$ cat config.mk
export PLATFORM = sky130hd
export DESIGN_NAME = id_ex_stage
export DESIGN_NICKNAME = d
export VERILOG_FILES = /design/src/rtl/id_ex_stage.sv
export SDC_FILE = /design/constraint.sdc
export NUM_CORES = 1
export LEC_CHECK = 0
export ABC_AREA = 0
export CAP_MARGIN = 20
export CORE_AREA = 2 2 135 137
export CTS_BUF_LIST = sky130_fd_sc_hd__clkbuf_4
export CTS_CLUSTER_SIZE = 30
export DETAILED_ROUTE_END_ITERATION = 8
export DIE_AREA = 0 0 137 139
export PLACE_DENSITY = 0.74
export REMOVE_ABC_BUFFERS = 1
export SYNTH_ARGS = -nofsm -noshare
export SYNTH_HDL_FRONTEND = slang
export SYNTH_SLANG_ARGS = --single-unit
$ cat constraint.sdc
create_clock -name clk -period 4.9 [get_ports clk]
set_input_delay 1.225 -clock clk [delete_from_list [all_inputs] [get_ports clk]]
set_output_delay 1.225 -clock clk [all_outputs]
set_load 0.01 [all_outputs]
$ cat src/rtl/id_ex_stage.sv
// ID/EX pipeline register with load-use hazard detection.
// Inserts a bubble on a hazard or flush and counts stall cycles.
module id_ex_stage #(
   parameter int CNT_W = 16
) (
   input  logic             clk,
   input  logic             rst_n,
   input  logic             id_valid,
   input  logic [2:0]       id_ALUOp,
   input  logic             id_RegDest,
   input  logic             id_RegWrite,
   input  logic             id_ALUSrc,
   input  logic             id_MemRead,
   input  logic             id_MemWrite,
   input  logic             id_MemToReg,
   input  logic             id_Branch,
   input  logic             id_Jump,
   input  logic [31:0]      id_pc4,
   input  logic [31:0]      id_rdata1,
   input  logic [31:0]      id_rdata2,
   input  logic [31:0]      id_imm,
   input  logic [4:0]       id_rs,
   input  logic [4:0]       id_rt,
   input  logic [4:0]       id_rd,
   input  logic [5:0]       id_funct,
   input  logic             flush,
   output logic             ex_valid,
   output logic [2:0]       ex_ALUOp,
   output logic             ex_RegDest,
   output logic             ex_RegWrite,
   output logic             ex_ALUSrc,
   output logic             ex_MemRead,
   output logic             ex_MemWrite,
   output logic             ex_MemToReg,
   output logic             ex_Branch,
   output logic             ex_Jump,
   output logic [31:0]      ex_pc4,
   output logic [31:0]      ex_rdata1,
   output logic [31:0]      ex_rdata2,
   output logic [31:0]      ex_imm,
   output logic [4:0]       ex_rs,
   output logic [4:0]       ex_rt,
   output logic [4:0]       ex_rd,
   output logic [5:0]       ex_funct,
   output logic             stall,
   output logic [CNT_W-1:0] stall_cnt
);

   typedef struct packed {
      logic        valid;
      logic [2:0]  alu_op;
      logic        reg_dest;
      logic        reg_write;
      logic        alu_src;
      logic        mem_read;
      logic        mem_write;
      logic        mem_to_reg;
      logic        branch;
      logic        jump;
      logic [31:0] pc4;
      logic [31:0] rdata1;
      logic [31:0] rdata2;
      logic [31:0] imm;
      logic [4:0]  rs;
      logic [4:0]  rt;
      logic [4:0]  rd;
      logic [5:0]  funct;
   } id_ex_t;

   id_ex_t           ex_q;
   id_ex_t           ex_d;
   logic             hz;
   logic             rt_use;
   logic             bubble;
   logic [CNT_W-1:0] cnt_q;

   // rt is a source only for R-type ops and as store data
   assign rt_use = ~id_ALUSrc | id_MemWrite;

   assign hz = ex_q.valid & ex_q.mem_read & (ex_q.rt != 5'd0)
             & id_valid
             & ((ex_q.rt == id_rs) | ((ex_q.rt == id_rt) & rt_use));

   assign stall  = hz & ~flush;
   assign bubble = hz | flush;

   always_comb begin
      ex_d = '0;
      if (!bubble) begin
         ex_d.valid  = id_valid;
         ex_d.pc4    = id_pc4;
         ex_d.rdata1 = id_rdata1;
         ex_d.rdata2 = id_rdata2;
         ex_d.imm    = id_imm;
         ex_d.rs     = id_rs;
         ex_d.rt     = id_rt;
         ex_d.rd     = id_rd;
         ex_d.funct  = id_funct;
         // empty slots carry no control, whatever decode produced
         if (id_valid) begin
            ex_d.alu_op     = id_ALUOp;
            ex_d.reg_dest   = id_RegDest;
            ex_d.reg_write  = id_RegWrite;
            ex_d.alu_src    = id_ALUSrc;
            ex_d.mem_read   = id_MemRead;
            ex_d.mem_write  = id_MemWrite;
            ex_d.mem_to_reg = id_MemToReg;
            ex_d.branch     = id_Branch;
            ex_d.jump       = id_Jump;
         end
      end
   end

   always_ff @(posedge clk or negedge rst_n) begin
      if (!rst_n) begin
         ex_q <= '0;
      end else begin
         ex_q <= ex_d;
      end
   end

   always_ff @(posedge clk or negedge rst_n) begin
      if (!rst_n) begin
         cnt_q <= '0;
      end else if (stall && (cnt_q != {CNT_W{1'b1}})) begin
         cnt_q <= cnt_q + 1'b1;
      end
   end

   assign ex_valid    = ex_q.valid;
   assign ex_ALUOp    = ex_q.alu_op;
   assign ex_RegDest  = ex_q.reg_dest;
   assign ex_RegWrite = ex_q.reg_write;
   assign ex_ALUSrc   = ex_q.alu_src;
   assign ex_MemRead  = ex_q.mem_read;
   assign ex_MemWrite = ex_q.mem_write;
   assign ex_MemToReg = ex_q.mem_to_reg;
   assign ex_Branch   = ex_q.branch;
   assign ex_Jump     = ex_q.jump;
   assign ex_pc4      = ex_q.pc4;
   assign ex_rdata1   = ex_q.rdata1;
   assign ex_rdata2   = ex_q.rdata2;
   assign ex_imm      = ex_q.imm;
   assign ex_rs       = ex_q.rs;
   assign ex_rt       = ex_q.rt;
   assign ex_rd       = ex_q.rd;
   assign ex_funct    = ex_q.funct;
   assign stall_cnt   = cnt_q;

endmodule

==> results by group <==
Placed design
  • Routability congestion estimate from global placement: ~0.83
  • Post-DP Area: just under 10000 µm²
  • DP HPWL: roughly 13000 µm
  • Buffers on Ports: between 300 and 400

Drt
  • DRC errors left: 0
  • Via count: between 4000 and 5000
  • WL final: approximately 17000 µm
  • Drt initial violations: approximately 220
  • Via-to-Cell Ratio: 4.31
  • Routed len/inst: about 16 µm
  • Drt pass-1 iters: 4
  • Routed Antenna Nets: 0

Setup path
  • Startpoint class of the critical path: primary input
  • Critical path class: primary input to output pin
  • CP max FO: 2
  • Crit. End Element: output pin
  • CP required: roughly 3700 ps
  • Critical path data arrival time: ~3100 ps

Pwr
  • Switch share: approximately 25%
  • Sw Pwr: 0.685 mW
  • Peak VDD IR: about 0.13 mV
  • Sequential share of power: about 57%
  • Clock Power Share: a little over a quarter
  • PwrDens: 269 nW/µm²
  • Leak: approximately 4.4 nW
  • Pint: 2.01 mW
  • Combinational fraction of design power: ~16%
  • Total power: between 2 and 3 mW

Yosys
  • Avg Cell Area, Syn: roughly 14 µm²
  • Yosys cell types: 33
  • Sequential element share of the synthesized area: between 70% and 80%
  • Synth area leaders: dfrtp_1 72%, and2_1 15%, xnor2_1 2.8%
  • FF+latch count, synth: ~180
  • Yosys top cell area share: 71.5%
  • Cell Area, Synth: ~6200 µm²
  • Post-synth EDFFs: 0
  • Primary FF master, synth: dfrtp_1
  • Ys Warns: 0
  • Most numerous cell in the Yosys netlist: dfrtp_1
  • Synth Instances: 445
  • Async SR Flop Fraction: between 90% and 100%
  • Dominant cell type by area after synthesis: dfrtp_1
  • Commonest cells in the netlist: 177 x dfrtp_1, 150 x and2_1, 20 x xnor2_1, 17 x and3_1, 10 x buf_6

Timing
  • Setup Viol. Count Final: 0
  • Slew @ Worst Pin: around 670 ps
  • RSZ-0062 raised after global routing: no
  • Period utilization: about nine tenths
  • Max Slew Vio Count: 0
  • Max Clk Rate: 229 MHz
  • Rel. slew slack: a little under three fifths
  • Hold WS: about 510 ps
  • Final setup skew: around 22 ps
  • Hold violation count in the final report: 0
  • TNS Setup: 0 ps
  • Tmin final: between 4000 and 5000 ps

Clocking
  • Worst-Skew Late Latency: ~540 ps
  • Clock slew at reported path FFs: about 140 ps
  • Hold_buf cts: 0
  • Clk root buf: clkbuf_4
  • Clk sink count: ~180
  • PostCTS Resize Cnt: 0
  • Number of CTS-inserted buffers: 17
  • CTS tree: done
  • CTS H-tree depth: 4
  • Post-CTS Setup Bufs: 0
  • Longest Clk Path Bufs: 2

Cells and area
  • Design Area, Final: ~10000 µm²
  • Nets: roughly 960
  • Area Overhead vs Synth: 62.2%
  • Final core utilization: between 50 and 60%
  • Layout cell share with drive strength beyond 1: about 5.3%

Run
  • Max Cap Viol: 0

Die
  • Die area: 19000 µm²
  • IO Pins: 342
  • Core area: approximately 18000 µm²
  • Initial Utilization: 35.1%
  • Die X-Extent: 137 µm
  • Die H: 139 µm
  • FP Rows: between 40 and 50

Status
  • Status: completed

Global route
  • First-pass GRT wire length: between 20000 and 30000 µm
  • Vias in the first global route: about 4500
  • Largest net degree at the start of global routing: between 100 and 150
  • Initial antenna violation count: 1
  • Total GRT Usage: 17.7%
  • Remaining global-route overflow: 0

Hold path
  • Worst Hold Class: flop to flop
[cells by family after synthesis]
group | after synthesis | synth area share [%]
compound gates | 12 | 1.64
xor+xnor | 22 | 3.11
fa+ha+maj | 1 | 0.202
buf+inv | 22 | 2.59
flops | 177 | 71.5
mux | 2 | 0.364
simple gates | 209 | 20.6
[layer usage]
layer	track usage, %	vias to the layer above	share of wire [%]
met3	8.74	31	13
met1	19.3	2071	36
met2	29.2	244	49
met4	7.38	0	2.9
met5	0	-	0
li1	-	2111	-
[worst max-delay path, stage by stage]
cell and delay [ps]:
clkdlybuf4s50_1 430, xnor2_1 220, nand4_1 280, o22a_1 270, nor2_1 160, clkdlybuf4s50_1 560
[flip-flops by register name, summed over array words and instances (netlist names), 3 cells and up]
| signal | cells |
|---|---|
| ex_imm | 32 |
| ex_funct | 6 |
| ex_rd | 5 |
| ex_rs | 5 |
| ex_rdata1 | 32 |
| stall_cnt | 16 |
| ex_rt | 5 |
| ex_pc4 | 32 |
| ex_ALUOp | 3 |
| ex_rdata2 | 32 |
[area by class of cell]
cell class / count / area [µm²]
repair buffers: 347 / 3470
inverters: 2 / 7.51
clock inverters: 13 / 101
diodes: 1 / 2.50
fillers: 1492 / 7610
flip-flops and latches: 177 / 4430
multi-input cells: 246 / 1610
well taps: 229 / 287
clock buffers: 19 / 143
[power by group through the flow]
stage                     clock network, mW  logic [mW]  registers [mW]
after CTS                             0.773       0.426            1.55
after floorplan                           0      0.0648            1.61
after global routing                  0.831       0.454            1.56
final                                 0.733       0.417            1.55
after detailed placement                  0       0.424            1.58
after global placement                    0       0.421            1.58
[worst paths after layout]
path | startpoint | end | slack, ps | cells past startpoint
max | id_rt[1] | stall | 540 | 6
min | stall_cnt[9] | stall_cnt[9] | 510 | 1
max reg2reg | ex_rt[2] | ex_rs[2] | 2440 | 5
min reg2reg | stall_cnt[9] | stall_cnt[9] | 510 | 1
max in group asynchronous | rst_n | ex_rs[1] | 3250 | 2
min in group asynchronous | rst_n | ex_rdata1[26] | 600 | 1
[per-stage QoR]
step | instances | setup WS [ps]
final | 1034 | 541
after global routing | 1034 | 382
after global placement | 1001 | 539
after detailed placement | 1001 | 479
after floorplan | 425 | 1420
after CTS | 1033 | 479
[cells in the final DEF (no fill, tap or decap), types with 7 or more instances in the layout]
cell type	instances
and2_1	150
and3_1	17
clkbuf_4	19
clkdlybuf4s50_1	340
dfrtp_1	177
nand2_1	8
nand3_1	7
nand4_1	8
xnor2_1	20
No activity file was read; power rests on OpenSTA's default activity.
